`config.mk`:
```
export PLATFORM = sky130hd
export DESIGN_NAME = mask_arbiter_flat
export DESIGN_NICKNAME = d
export VERILOG_FILES = /design/src/rtl/mask_pkg.sv /design/src/rtl/mask_arbiter_if.sv /design/src/rtl/mask_arbiter_rr_arbiter.sv /design/src/rtl/mask_arbiter.sv /design/src/flat_wrapper.sv
export SDC_FILE = /design/constraint.sdc
export NUM_CORES = 1
export LEC_CHECK = 0
export CAP_MARGIN = 20
export CELL_PAD_IN_SITES_DETAIL_PLACEMENT = 2
export CELL_PAD_IN_SITES_GLOBAL_PLACEMENT = 2
export CORE_AREA = 3 3 105 107
export DETAILED_ROUTE_END_ITERATION = 16
export DIE_AREA = 0 0 108 110
export PLACE_DENSITY = 0.95
export RECOVER_POWER = 50
export SETUP_SLACK_MARGIN = 0.1
export SYNTH_ARGS = -nofsm -noshare
export SYNTH_HDL_FRONTEND = slang
export SYNTH_SLANG_ARGS = --single-unit
```
`constraint.sdc`:
```
create_clock -name clk_i -period 5.2 [get_ports clk_i]
set_input_delay 0.78 -clock clk_i [delete_from_list [all_inputs] [get_ports clk_i]]
set_output_delay 0.78 -clock clk_i [all_outputs]
set_load 0.005 [all_outputs]
```
`src/rtl/mask_pkg.sv`:
```
// Shared definitions for the mask-unit front-end arbiter: FSM state encoding
// and the default processing latency of the attached mask unit.
package mask_pkg;

  typedef enum logic [2:0] {
    S_INIT  = 3'd0,
    S_IDLE  = 3'd1,
    S_SETUP = 3'd2,
    S_PULSE = 3'd3,
    S_WAIT  = 3'd4,
    S_RESP  = 3'd5
  } state_t;

  localparam int MASK_LAT_DEF = 12;

endpackage

```
`src/rtl/mask_arbiter_if.sv`:
```
// Bundle of requester, response and mask-unit signals around mask_arbiter.
// slave = arbiter side, master = requesters / consumer / mask unit side.
interface mask_arbiter_if #(
  parameter int N_REQ    = 4,
  parameter int DATA_LEN = 8,
  parameter int MASK_LEN = 8
);
  localparam int ID_W = $clog2(N_REQ);

  logic [N_REQ-1:0]               req_valid_i;
  logic [N_REQ-1:0]               req_ready_o;
  logic [N_REQ-1:0][DATA_LEN-1:0] req_data_i;
  logic [N_REQ-1:0][MASK_LEN-1:0] req_mask_i;
  logic                           rsp_valid_o;
  logic                           rsp_ready_i;
  logic [ID_W-1:0]                rsp_id_o;
  logic [DATA_LEN-1:0]            rsp_data_o;
  logic                           mask_pulse_o;
  logic [DATA_LEN-1:0]            mask_data_o;
  logic [MASK_LEN-1:0]            mask_mask_o;
  logic [DATA_LEN-1:0]            mask_signal_i;

  modport slave (
    input  req_valid_i, req_data_i, req_mask_i, rsp_ready_i, mask_signal_i,
    output req_ready_o, rsp_valid_o, rsp_id_o, rsp_data_o,
           mask_pulse_o, mask_data_o, mask_mask_o
  );

  modport master (
    output req_valid_i, req_data_i, req_mask_i, rsp_ready_i, mask_signal_i,
    input  req_ready_o, rsp_valid_o, rsp_id_o, rsp_data_o,
           mask_pulse_o, mask_data_o, mask_mask_o
  );

endinterface

```
`src/rtl/mask_arbiter_rr_arbiter.sv`:
```
// Combinational round-robin pick: first asserted request at or after ptr,
// searching cyclically. Returns one-hot grant plus its index.
module rr_arbiter #(
  parameter int N_REQ = 4,
  parameter int ID_W  = 2
) (
  input  logic [N_REQ-1:0] req,
  input  logic [ID_W-1:0]  ptr,
  output logic [N_REQ-1:0] grant,
  output logic [ID_W-1:0]  idx,
  output logic             any_req
);

  int k;

  always_comb begin
    grant   = '0;
    idx     = '0;
    any_req = 1'b0;
    k       = 0;
    for (int i = 0; i < N_REQ; i++) begin
      k = int'(ptr) + i;
      if (k >= N_REQ) k = k - N_REQ;
      if (!any_req && req[k]) begin
        any_req  = 1'b1;
        grant[k] = 1'b1;
        idx      = ID_W'(k);
      end
    end
  end

endmodule

```
`src/rtl/mask_arbiter.sv`:
```
// Round-robin sequencer in front of a single shared mask unit: one job in
// flight, fixed-latency wait, result ANDed with the job mask and returned.
module mask_arbiter
  import mask_pkg::*;
#(
  parameter int N_REQ    = 4,
  parameter int DATA_LEN = 8,
  parameter int MASK_LEN = 8,
  parameter int MASK_LAT = MASK_LAT_DEF
) (
  input  logic          clk_i,
  input  logic          rst_N_i,
  mask_arbiter_if.slave bus
);

  localparam int ID_W  = $clog2(N_REQ);
  localparam int CNT_W = $clog2(MASK_LAT + 1);
  localparam logic [CNT_W-1:0] CNT_LAST = CNT_W'(MASK_LAT - 1);
  localparam logic [ID_W-1:0]  ID_LAST  = ID_W'(N_REQ - 1);

  state_t              state_q, state_d;
  logic [CNT_W-1:0]    cnt_q, cnt_d;
  logic [ID_W-1:0]     ptr_q, ptr_d;
  logic [ID_W-1:0]     rid_q, rid_d;
  logic [N_REQ-1:0]    ready_q, ready_d;
  logic                pulse_q, pulse_d;
  logic                rvld_q, rvld_d;
  logic [DATA_LEN-1:0] mdata_q, mdata_d;
  logic [DATA_LEN-1:0] rdata_q, rdata_d;
  logic [MASK_LEN-1:0] mmask_q, mmask_d;

  logic [N_REQ-1:0]    grant;
  logic [ID_W-1:0]     gidx;
  logic                any_req;

  rr_arbiter #(.N_REQ(N_REQ), .ID_W(ID_W)) u_rr (
    .req     (bus.req_valid_i),
    .ptr     (ptr_q),
    .grant   (grant),
    .idx     (gidx),
    .any_req (any_req)
  );

  always_comb begin
    state_d = state_q;
    cnt_d   = cnt_q;
    ptr_d   = ptr_q;
    rid_d   = rid_q;
    ready_d = '0;
    pulse_d = 1'b0;
    rvld_d  = rvld_q;
    mdata_d = mdata_q;
    rdata_d = rdata_q;
    mmask_d = mmask_q;
    case (state_q)
      S_INIT: begin
        // two cycles so the mask unit has left its own init state
        if (cnt_q == CNT_W'(1)) begin
          cnt_d   = '0;
          state_d = S_IDLE;
        end else begin
          cnt_d = cnt_q + 1'b1;
        end
      end
      S_IDLE: begin
        if (any_req) begin
          ready_d = grant;
          mdata_d = bus.req_data_i[gidx];
          mmask_d = bus.req_mask_i[gidx];
          rid_d   = gidx;
          ptr_d   = (gidx == ID_LAST) ? '0 : gidx + 1'b1;
          state_d = S_SETUP;
        end
      end
      S_SETUP: begin
        pulse_d = 1'b1;
        state_d = S_PULSE;
      end
      S_PULSE: begin
        cnt_d   = '0;
        state_d = S_WAIT;
      end
      S_WAIT: begin
        if (cnt_q == CNT_LAST) begin
          // unit leaves unmasked bits stale, so they must be cleared here
          rdata_d = bus.mask_signal_i & mmask_q;
          rvld_d  = 1'b1;
          state_d = S_RESP;
        end else begin
          cnt_d = cnt_q + 1'b1;
        end
      end
      S_RESP: begin
        if (bus.rsp_ready_i) begin
          rvld_d  = 1'b0;
          state_d = S_IDLE;
        end
      end
      default: state_d = S_IDLE;
    endcase
  end

  always_ff @(posedge clk_i or negedge rst_N_i) begin
    if (!rst_N_i) begin
      state_q <= S_INIT;
      cnt_q   <= '0;
      ptr_q   <= '0;
      rid_q   <= '0;
      ready_q <= '0;
      pulse_q <= 1'b0;
      rvld_q  <= 1'b0;
      mdata_q <= '0;
      rdata_q <= '0;
      mmask_q <= '0;
    end else begin
      state_q <= state_d;
      cnt_q   <= cnt_d;
      ptr_q   <= ptr_d;
      rid_q   <= rid_d;
      ready_q <= ready_d;
      pulse_q <= pulse_d;
      rvld_q  <= rvld_d;
      mdata_q <= mdata_d;
      rdata_q <= rdata_d;
      mmask_q <= mmask_d;
    end
  end

  assign bus.req_ready_o  = ready_q;
  assign bus.mask_pulse_o = pulse_q;
  assign bus.mask_data_o  = mdata_q;
  assign bus.mask_mask_o  = mmask_q;
  assign bus.rsp_valid_o  = rvld_q;
  assign bus.rsp_id_o     = rid_q;
  assign bus.rsp_data_o   = rdata_q;

endmodule

```
`src/flat_wrapper.sv`:
```
// flat-port wrapper written by rule: the top's interface ports become plain ports
module mask_arbiter_flat import mask_pkg::*;
#(
  parameter int N_REQ    = 4,
  parameter int DATA_LEN = 8,
  parameter int MASK_LEN = 8,
  parameter int MASK_LAT = MASK_LAT_DEF
)
  (clk_i, rst_N_i, bus_req_valid_i, bus_req_data_i, bus_req_mask_i, bus_rsp_ready_i, bus_mask_signal_i, bus_req_ready_o, bus_rsp_valid_o, bus_rsp_id_o, bus_rsp_data_o, bus_mask_pulse_o, bus_mask_data_o, bus_mask_mask_o);
  mask_arbiter_if #(.N_REQ(N_REQ), .DATA_LEN(DATA_LEN), .MASK_LEN(MASK_LEN)) bus_i ();
  input  logic clk_i;
  input  logic rst_N_i;
  input wire logic [$bits(bus_i.req_valid_i)-1:0] bus_req_valid_i;
  input wire logic [$bits(bus_i.req_data_i)-1:0] bus_req_data_i;
  input wire logic [$bits(bus_i.req_mask_i)-1:0] bus_req_mask_i;
  input wire logic [$bits(bus_i.rsp_ready_i)-1:0] bus_rsp_ready_i;
  input wire logic [$bits(bus_i.mask_signal_i)-1:0] bus_mask_signal_i;
  output wire logic [$bits(bus_i.req_ready_o)-1:0] bus_req_ready_o;
  output wire logic [$bits(bus_i.rsp_valid_o)-1:0] bus_rsp_valid_o;
  output wire logic [$bits(bus_i.rsp_id_o)-1:0] bus_rsp_id_o;
  output wire logic [$bits(bus_i.rsp_data_o)-1:0] bus_rsp_data_o;
  output wire logic [$bits(bus_i.mask_pulse_o)-1:0] bus_mask_pulse_o;
  output wire logic [$bits(bus_i.mask_data_o)-1:0] bus_mask_data_o;
  output wire logic [$bits(bus_i.mask_mask_o)-1:0] bus_mask_mask_o;
  assign bus_i.req_valid_i = bus_req_valid_i;
  assign bus_i.req_data_i = bus_req_data_i;
  assign bus_i.req_mask_i = bus_req_mask_i;
  assign bus_i.rsp_ready_i = bus_rsp_ready_i;
  assign bus_i.mask_signal_i = bus_mask_signal_i;
  assign bus_req_ready_o = bus_i.req_ready_o;
  assign bus_rsp_valid_o = bus_i.rsp_valid_o;
  assign bus_rsp_id_o = bus_i.rsp_id_o;
  assign bus_rsp_data_o = bus_i.rsp_data_o;
  assign bus_mask_pulse_o = bus_i.mask_pulse_o;
  assign bus_mask_data_o = bus_i.mask_data_o;
  assign bus_mask_mask_o = bus_i.mask_mask_o;
  mask_arbiter #(.N_REQ(N_REQ), .DATA_LEN(DATA_LEN), .MASK_LEN(MASK_LEN), .MASK_LAT(MASK_LAT)) u_core (.clk_i(clk_i), .rst_N_i(rst_N_i), .bus(bus_i));
endmodule
```
Word level (Yosys, flattened, before mapping)

Index checks and enable logic that the tools add are counted.

Bits of input ports: 79
Output and inout bits: 32
Register bits: 41
Word-level logic and storage cells: 122

Reductions and logical operators: 18
Bitwise logic cells: 4
Magnitude comparators: 13
Muxes and demuxes: 55
$add $sub $neg: 9
Eq/ne operators: 13

Operator list:

| operator                                                                              | count |
|---|---|
| 32-bit by 1-bit greater-or-equal comparator with 1-bit output (second input constant) | 4 |
| 32-bit by 4-bit < comparator with 1-bit output (second input constant)                | 4 |
| 32-bit 2-to-1 mux                                                                     | 4 |
| 8-bit binary-select mux with 2-bit select                                             | 2 |
| 4-bit 2-to-1 mux                                                                      | 8 |
| 1-bit 2-to-1 mux                                                                      | 19 |
| 3-bit case mux with 6 select lines                                                    | 1 |
| 8-bit 2-to-1 mux                                                                      | 2 |
| 3-bit 2-to-1 mux                                                                      | 4 |
| 4-bit bitwise OR                                                                      | 3 |
| 4-bit case mux with 3 select lines                                                    | 1 |
| 3-bit by 3-bit subtractor with 4-bit output (second input constant)                   | 3 |
| 2-bit 2-to-1 mux                                                                      | 5 |
| 3-bit greater-or-equal comparator (second input constant)                             | 3 |
| 8-bit bitwise AND                                                                     | 1 |
| 1-bit binary-select mux with 2-bit select                                             | 4 |
| 1-bit demux with 2-bit select                                                         | 4 |
| 1-bit logical AND                                                                     | 7 |
| 2-bit by 2-bit adder with 3-bit output (second input constant)                        | 2 |
| 3-bit by 2-bit equality test with 1-bit output (second input constant)                | 2 |
| 3-bit equality test (second input constant)                                           | 2 |
| 2-bit by 1-bit != test with 1-bit output (second input constant)                      | 3 |
| 2-bit AND reduction                                                                   | 3 |
| 4-bit by 1-bit adder with 4-bit output (second input constant)                        | 1 |
| other kinds (17)                                                                      | 20 |

Logic depth before layout (Yosys ltp)

Gate-level depths: netlist (run 1).

Depth in word-level cells: 17
Gate-level depth with buffers: 13
Depth with buffers taken out: 8

By module

A second synthesis (run 1) with hierarchy kept.

Cells, all modules: 206
Area, all modules: 2728.9 um^2

By module, submodules not included:

| module       | cells an instance | seq. area each (um^2) | instances | area an instance (um^2) |
|---|---|---|---|---|
| mask_arbiter | 158               | 1026.0                | 1         | 2268.4 |
| rr_arbiter   | 48                | 0.0                   | 1         | 460.4 |

Worst setup path before layout (run 1)

Ideal clock, no wire load.

Path type: register to register
Start: reg u_core.ptr_q[0]
End: reg u_core.ptr_q[0]
Stages on the path, launching flop included: 13
Library setup time: 0.118 ns
Arrival: 2.914 ns
Data required time: 5.082 ns
Path slack: 2.168 ns
Buffers on the path: 5
Period minus slack after synthesis: 3.032 ns
Path through: dfrtp_1 -> buf_6 -> buf_2 -> inv_1 -> ha_1 -> buf_2 -> mux4_2 -> and2b_1 -> o21ai_1 -> and3_1 -> buf_2 -> buf_2 -> a21o_1

Longest elaborated chain between the ends: 17
Elaborated cells between the ends (all ways): 45
Those cells by class: add/sub (8); order compare (4); eq/ne (1); mux (25); reduce/logical (7)

RTL lines:

| what                                                                                                 | RTL line            | source |
|---|---|---|
| start, declared                                                                                      | mask_arbiter.sv:23  | `logic [ID_W-1:0] ptr_q, ptr_d;` |
| start signal, assigned                                                                               | mask_arbiter.sv:118 | `ptr_q <= ptr_d;` |
| parallel branches: the longest is 17 deep, another holds 3-bit by 3-bit subtractor with 4-bit output | -                   |  |

Several ways; the timed one is not identified. The select of a mux whose other input is x is not followed.
A chain may end at the register's enable or synchronous reset.

Worst setup path in the final report (run 1)

Start: reg u_core.ptr_q[0]
End: reg u_core.mmask_q[5], in the netlist u_core.bus.mask_mask_o[5]

Longest elaborated chain between the ends: 17
Elaborated cells between the ends (all ways): 44
Those cells by class: add/sub (7); order compare (4); mux (26); reduce/logical (7)

RTL lines:

| what                                                                                                 | RTL line            | source |
|---|---|---|
| parallel branches: the longest is 17 deep, another holds 3-bit by 3-bit subtractor with 4-bit output | -                   |  |
| end signal, assigned                                                                                 | mask_arbiter.sv:125 | `mmask_q <= mmask_d;` |
| end, declared                                                                                        | mask_arbiter.sv:30  | `logic [MASK_LEN-1:0] mmask_q, mmask_d;` |

Several ways; the timed one is not identified. The select of a mux whose other input is x is not followed.

==> results.md, run 1 <==
- Status: complete, but fails checks
- Failing checks: max-capacitance violations, max-slew violations
- H-tree levels: 2
- Yosys cell types: 48
- Largest net degree at the start of global routing: 42
- Clk sinks: 41
- Synth area leader: dfrtp_1
- WP data arrival: 4.09 ns
- Layout cell share with drive strength beyond 1: 0.118
- Core Util, Final: 0.404
- DR pass1 iterations: 4
- Via density: 5.13
- Combinational Power Share: 0.627
- Number of global-route vias before repair: 3018
- Hold Crit Class: reg2reg
- Worst Setup Slack, final: 1.25 ns
- Syn Std Cell Area: 2850 µm²
- Share of the synthesized area in the top cell type: 0.360
- Count of final hold-check violations: 0
- Final antenna-violating net count: 0
- Power Total: 2.36 mW
- Synthesized area per cell: 9.51 µm²
- Initial core utilization: 0.279
- CP max FO: 24
- Clk pwr share: 0.121
- Detailed placer's ending HPWL: 8310 µm
- YS warnings: 0
- Port Buffers: 110
- Max-cap violations: 1
- Top cells by count, synth: 41 x dfrtp_1, 33 x nor2_1, 28 x inv_1, 25 x a211oi_2, 24 x a211oi_1
- Internal power: 1.27 mW
- Placed cell count: 527
- GRT Total Usage: 0.180
- Placed cell areas: 4010 µm²
- Pwr/cell area: 570 nW/µm²
- RSZ-0062 raised after global routing: no
- Ant. Diodes: 0
- WS Path Type: reg2reg
- RePlAce Congestion: 0.787
- Finish-stage setup viols: 0
- Full die area: 11900 µm²
- Switching Fraction: 0.462
- Net Switching: 1.09 mW
- Fmax: 253 MHz
- Critical Path RT: 5.34 ns
- Tcrit/Tclk final: 0.760
- Top-level port count: 111
- Post-Synthesis Cells: 300
- Post-CTS Setup Repair Bufs: 0
- First-pass GRT wire length: 16600 µm
- Peak supply drop: 0.000200 V
- Number of synthesized flops with an enable pin: 0
- Syn nets: 386
- Height of the chip: 110 µm
- Rows: 37
- Post-route insts no fill: 535
- Slew Limit Headroom: -0.554
- Fin. max-slew vios: 42
- Synthesis-to-finish area growth: 44.8%
- Design area: 4130 µm²
- Global route overflow: 0
- Die extent in x: 108 µm
- # hold bufs at CTS: 0
- Vias: 2742
- CTS Buffer Depth: 2
- Clock slew at reported path FFs: 0.09 ns
- Top_reg_cell synth: dfrtp_1
- CTS Buf Count: 5
- Final nets: 484
- TritonCTS clock tree: yes
- Seq/Total Area, Yosys: 0.360
- DP Worst Slack: 1.24 ns
- Initial antenna violation count: 0
- Leak: 1.66 nW
- Minimum clock period: 3.95 ns
- Final hold slack: 0.503 ns
- Ys async rst share: 1.00
- DRC: 0
- Root Driver: clkbuf_8
- Reg power frac: 0.252
- Crit end category: flop
- Tightest Pin Transition: 2.33 ns
- Worst setup SP type: flop
- Core Area: 10200 µm²
- Initial DRC count: 97
- Post-Route WL: 10700 µm
- Synth top area cells: dfrtp_1 36%, a211oi_2 11%, mux2i_1 7.4%
- Count leader, synth: dfrtp_1
- Post-CTS Resized: 0
- Clk Latency, worst-skew pair: 0.31 ns
- Final TNS setup: 0 ns
- Routed len/inst: 20.0 µm
- Synth Register Bits: 41
- Post-route clock skew: 0.00913 ns
## metal layers
layer / vias up / part of all wire / global-route usage
li1: 1284 / - / -
met1: 1367 / 0.40 / 0.217
met2: 73 / 0.53 / 0.325
met3: 18 / 0.041 / 0.0245
met4: 0 / 0.032 / 0.0712
met5: - / 0 / 0
## kinds of logic (layout without fill, tap and decap cells)
group / count (synthesis) / after routing / synth area share
compound gates: 95 / 95 / 0.275
simple gates: 79 / 79 / 0.138
buf+inv: 51 / 150 / 0.0868
flops: 41 / 41 / 0.360
mux: 27 / 27 / 0.111
fa+ha+maj: 7 / 7 / 0.0307
## registers in the layout (all words and copies together) (netlist names)
| signal | cells |
|---|---|
| u_core.bus.rsp_id_o | 2 |
| u_core.state_q | 3 |
| u_core.bus.rsp_data_o | 8 |
| u_core.bus.rsp_valid_o | 1 |
| u_core.cnt_q | 4 |
| u_core.bus.req_ready_o | 4 |
| u_core.bus.mask_data_o | 8 |
| u_core.bus.mask_pulse_o | 1 |
| u_core.ptr_q | 2 |
| u_core.bus.mask_mask_o | 8 |
## layout make-up
cell class / count / area [µm²]
multi-input cells: 208 / 1580
well taps: 136 / 170
fillers: 1107 / 6100
repair buffers: 114 / 1120
clock buffers: 6 / 82.6
clock inverters: 2 / 37.5
inverters: 28 / 105
flip-flops and latches: 41 / 1030
## power groups by stage
stage	combinational (mW)	clock (mW)	sequential (mW)
after global routing	1.63	0.301	0.617
after CTS	1.51	0.290	0.597
final	1.48	0.284	0.594
after detailed placement	1.49	0	0.600
after global placement	1.39	0	0.585
after floorplan	1.12	0	0.530
## critical path, stage by stage, from the launching register on
cell      delay [ns]
dfrtp_1         0.85
inv_1           0.22
ha_1            0.51
mux4_2          0.63
nor2_2          0.13
buf_4           0.22
a21o_1          0.33
buf_4           0.44
mux2i_1         0.32
a211oi_2        0.12
## path summary, 6_finish.rpt
kind                                               startpoint                                    end  slack, ns  depth (start not counted)
max in group asynchronous                             rst_N_i   u_core.bus.rsp_data_o[0]$_DFFE_PN0P_       2.71                          1
min                        u_core.bus.rsp_id_o[1]$_DFFE_PN0P_     u_core.bus.rsp_id_o[1]$_DFFE_PN0P_       0.50                          2
min in group asynchronous                             rst_N_i          u_core.state_q[1]$_DFFE_PN0P_       1.17                          1
max                               u_core.ptr_q[0]$_DFFE_PN0P_  u_core.bus.mask_mask_o[5]$_DFFE_PN0P_       1.25                          9
max reg2reg                       u_core.ptr_q[0]$_DFFE_PN0P_  u_core.bus.mask_mask_o[5]$_DFFE_PN0P_       1.25                          9
min reg2reg                u_core.bus.rsp_id_o[1]$_DFFE_PN0P_     u_core.bus.rsp_id_o[1]$_DFFE_PN0P_       0.50                          2
## layout by cell type (no fill, tap or decap), types with 6 or more instances in the layout
cell type and count:
a211oi_2 25, ha_1 7, inv_1 28, o21ai_0 11, a211oi_1 24, clkbuf_8 6, mux2i_1 21, dfrtp_1 41
nor2_1 33, dlygate4sd3_1 13, nand2_1 12, nand3_1 10, a21oi_1 11, clkdlybuf4s50_1 96
Power figures use the tool's default switching activity.
==> run 2, diff against run 1 <==
--- a/config.mk
+++ b/config.mk
@@ -8,10 +8,10 @@
 export CAP_MARGIN = 20
 export CELL_PAD_IN_SITES_DETAIL_PLACEMENT = 2
 export CELL_PAD_IN_SITES_GLOBAL_PLACEMENT = 2
-export CORE_AREA = 3 3 105 107
+export CORE_AREA = 3 3 109 111
 export DETAILED_ROUTE_END_ITERATION = 16
-export DIE_AREA = 0 0 108 110
-export PLACE_DENSITY = 0.95
+export DIE_AREA = 0 0 112 114
+export PLACE_DENSITY = 0.9
 export RECOVER_POWER = 50
 export SETUP_SLACK_MARGIN = 0.1
 export SYNTH_ARGS = -nofsm -noshare
==> constraint.sdc (replaced) <==
create_clock -name clk_i -period 3.8 [get_ports clk_i]
set_input_delay 0.57 -clock clk_i [delete_from_list [all_inputs] [get_ports clk_i]]
set_output_delay 0.57 -clock clk_i [all_outputs]
set_load 0.005 [all_outputs]
==> run 2 against run 1 <==
Effect of this change:
- the run still ends with max-capacitance violations, max-slew violations left
- worst setup slack got worse by 0.64 ns
- via count decreased by 0.80%
- critical path depth decreased by 1
- sequential share of layout area decreased by 0.36 points
- power increased by 38%
- register-to-register slack got worse by 0.64 ns
- first-iteration DRC count increased by 37%
- critical path type unchanged
- largest cell class unchanged
- highest routed layer unchanged
==> results.md, run 2 (synthesized netlist as in run 1, its figures left out) <==
- Status: complete, but fails checks
- Failing checks: max-capacitance violations, max-slew violations
- Crit path depth: 8
- Largest net degree at the start of global routing: 42
- Most common cell after layout, fill and taps aside: clkdlybuf4s50_1
- Peak supply drop: 0.000464 V
- Top-level port count: 111
- WP data arrival: 3.37 ns
- CTS Buf Count: 5
- Post-CTS Resized: 0
- Minimum clock period: 3.19 ns
- Reg2reg start: u_core.ptr_q[0]$_DFFE_PN0P_
- CP delay by family, top: multiplexers
- Post-CTS Setup Repair Bufs: 0
- DR pass1 iterations: 4
- Tightest Pin Transition: 2.30 ns
- H-tree levels: 2
- Post-route clock skew: 0.00281 ns
- RePlAce Congestion: 0.826
- # hold bufs at CTS: 0
- Core Area: 10900 µm²
- Max incr delay on CP: 0.64 ns
- Slowest CP cell: mux4_2
- Crit end category: flop
- Rows: 38
- Port Buffers: 110
- Buffer and inverter count on the worst path: 2
- Max-cap violations: 1
- Ant. Diodes: 0
- Commonest non-fill, non-tap cells in the layout: 95 x clkdlybuf4s50_1, 41 x dfrtp_1, 33 x nor2_1
- CP max FO: 32
- Worst Reg-to-Reg Cells: 8
- TritonCTS clock tree: yes
- Worst reg2reg setup slack: 0.61 ns
- Initial core utilization: 0.262
- Final hold slack: 0.517 ns
- First-pass GRT wire length: 16100 µm
- Final nets: 491
- Post-Route WL: 10200 µm
- Final antenna-violating net count: 0
- Critical Path RT: 3.98 ns
- Leak: 1.69 nW
- Fillers: 1175
- CP endpoint: u_core.bus.mask_mask_o[4]$_DFFE_PN0P_
- Initial antenna violation count: 0
- Vias: 2720
- RSZ-0062 raised after global routing: no
- Hold Crit Class: reg2reg
- Full die area: 12800 µm²
- Reg2reg end: u_core.bus.mask_mask_o[4]$_DFFE_PN0P_
- Global route overflow: 0
- Fin. max-slew vios: 42
- Tcrit/Tclk final: 0.839
- Number of global-route vias before repair: 2974
- Crit. Startpoint: u_core.ptr_q[0]$_DFFE_PN0P_
- WS Path Type: reg2reg
- Clk Latency, worst-skew pair: 0.30 ns
- Final TNS setup: 0 ns
- Worst setup SP type: flop
- Finish-stage setup viols: 0
- Detailed placer's ending HPWL: 8190 µm
- Clock slew at reported path FFs: 0.08 ns
- Height of the chip: 114 µm
- Routed len/inst: 18.7 µm
- Via density: 4.98
- Initial DRC count: 133
- Clk sinks: 41
- Worst hold path depth: 2
- Root Driver: clkbuf_8
- DRC: 0
- Count of final hold-check violations: 0
- Synthesis-to-finish area growth: 46.9%
- Die extent in x: 112 µm
- FF/Latch Area: 1030 µm²
- CTS Buffer Depth: 2
- Slew Limit Headroom: -0.535
- Worst-path cell chain: inv_1 -> ha_1 -> mux4_2 -> nor2_2 -> a21o_1 -> buf_12 -> mux2i_1 -> a211oi_2
- Fmax: 314 MHz
- Area of the multi-input gates: 1580 µm²
- Layout cell share with drive strength beyond 1: 0.131
- Pwr/cell area: 775 nW/µm²
- GRT Total Usage: 0.158
==> run 2: final cells by class <==
cell class | count | area share
Clock buffer | 6 | 0.0173
Clock inverter | 2 | 0.00925
Inverter | 28 | 0.0251
Multi-Input combinational cell | 208 | 0.378
Sequential cell | 41 | 0.245
Tap cell | 140 | 0.0418
Timing Repair Buffer | 121 | 0.284
==> run 2: worst min-delay path by stage <==
stage / from / to / slack [ns]
6_report: u_core.bus.rsp_id_o[0]$_DFFE_PN0P_ / u_core.bus.rsp_id_o[0]$_DFFE_PN0P_ / 0.52
5_1_grt: u_core.bus.rsp_data_o[6]$_DFFE_PN0P_ / u_core.bus.rsp_data_o[6]$_DFFE_PN0P_ / 0.56
4_1_cts: rst_N_i / u_core.bus.req_ready_o[2]$_DFF_PN0_ / 0.44
3_5_place_dp: u_core.bus.rsp_id_o[0]$_DFFE_PN0P_ / u_core.bus.rsp_id_o[0]$_DFFE_PN0P_ / 0.50
3_3_place_gp: u_core.bus.rsp_id_o[0]$_DFFE_PN0P_ / u_core.bus.rsp_id_o[0]$_DFFE_PN0P_ / 0.48
2_1_floorplan: rst_N_i / u_core.bus.mask_data_o[0]$_DFFE_PN0P_ / 0.27
==> run 2: tightest hold or removal path, cell delays in order, from the launching register on <==
cell	delay, ns
dfrtp_1	0.35
nor2_1	0.05
nor2_1	0.08
==> run 2: routing by layer <==
metal / wire [µm] / up-vias / share of wire / track usage
met3: 330 / 11 / 0.032 / 0.0196
met4: 179 / 0 / 0.018 / 0.0465
met5: 0 / - / 0 / 0
met2: 5230 / 57 / 0.51 / 0.281
li1: - / 1308 / - / -
met1: 4480 / 1344 / 0.44 / 0.201
==> run 2: per-stage QoR <==
stage	worst slack, ns	total power, mW	utilization	cell area [µm²]	instances
2_1_floorplan	0.768	2.25	-	2850	300
3_3_place_gp	0.513	2.79	0.375	4080	538
3_5_place_dp	0.387	2.93	0.375	4080	538
4_1_cts	0.598	3.30	0.385	4190	546
5_1_grt	0.346	3.53	0.385	4190	546
6_report	0.610	3.25	0.385	4190	546
==> run 2: where the power goes <==
part | leakage, nW | switching (mW) | internal [mW]
sequential | 0.463 | 0.149 | 0.610
clock | 0.0554 | 0.163 | 0.197
combinational | 1.17 | 1.17 | 0.964
total | 1.69 | 1.48 | 1.77
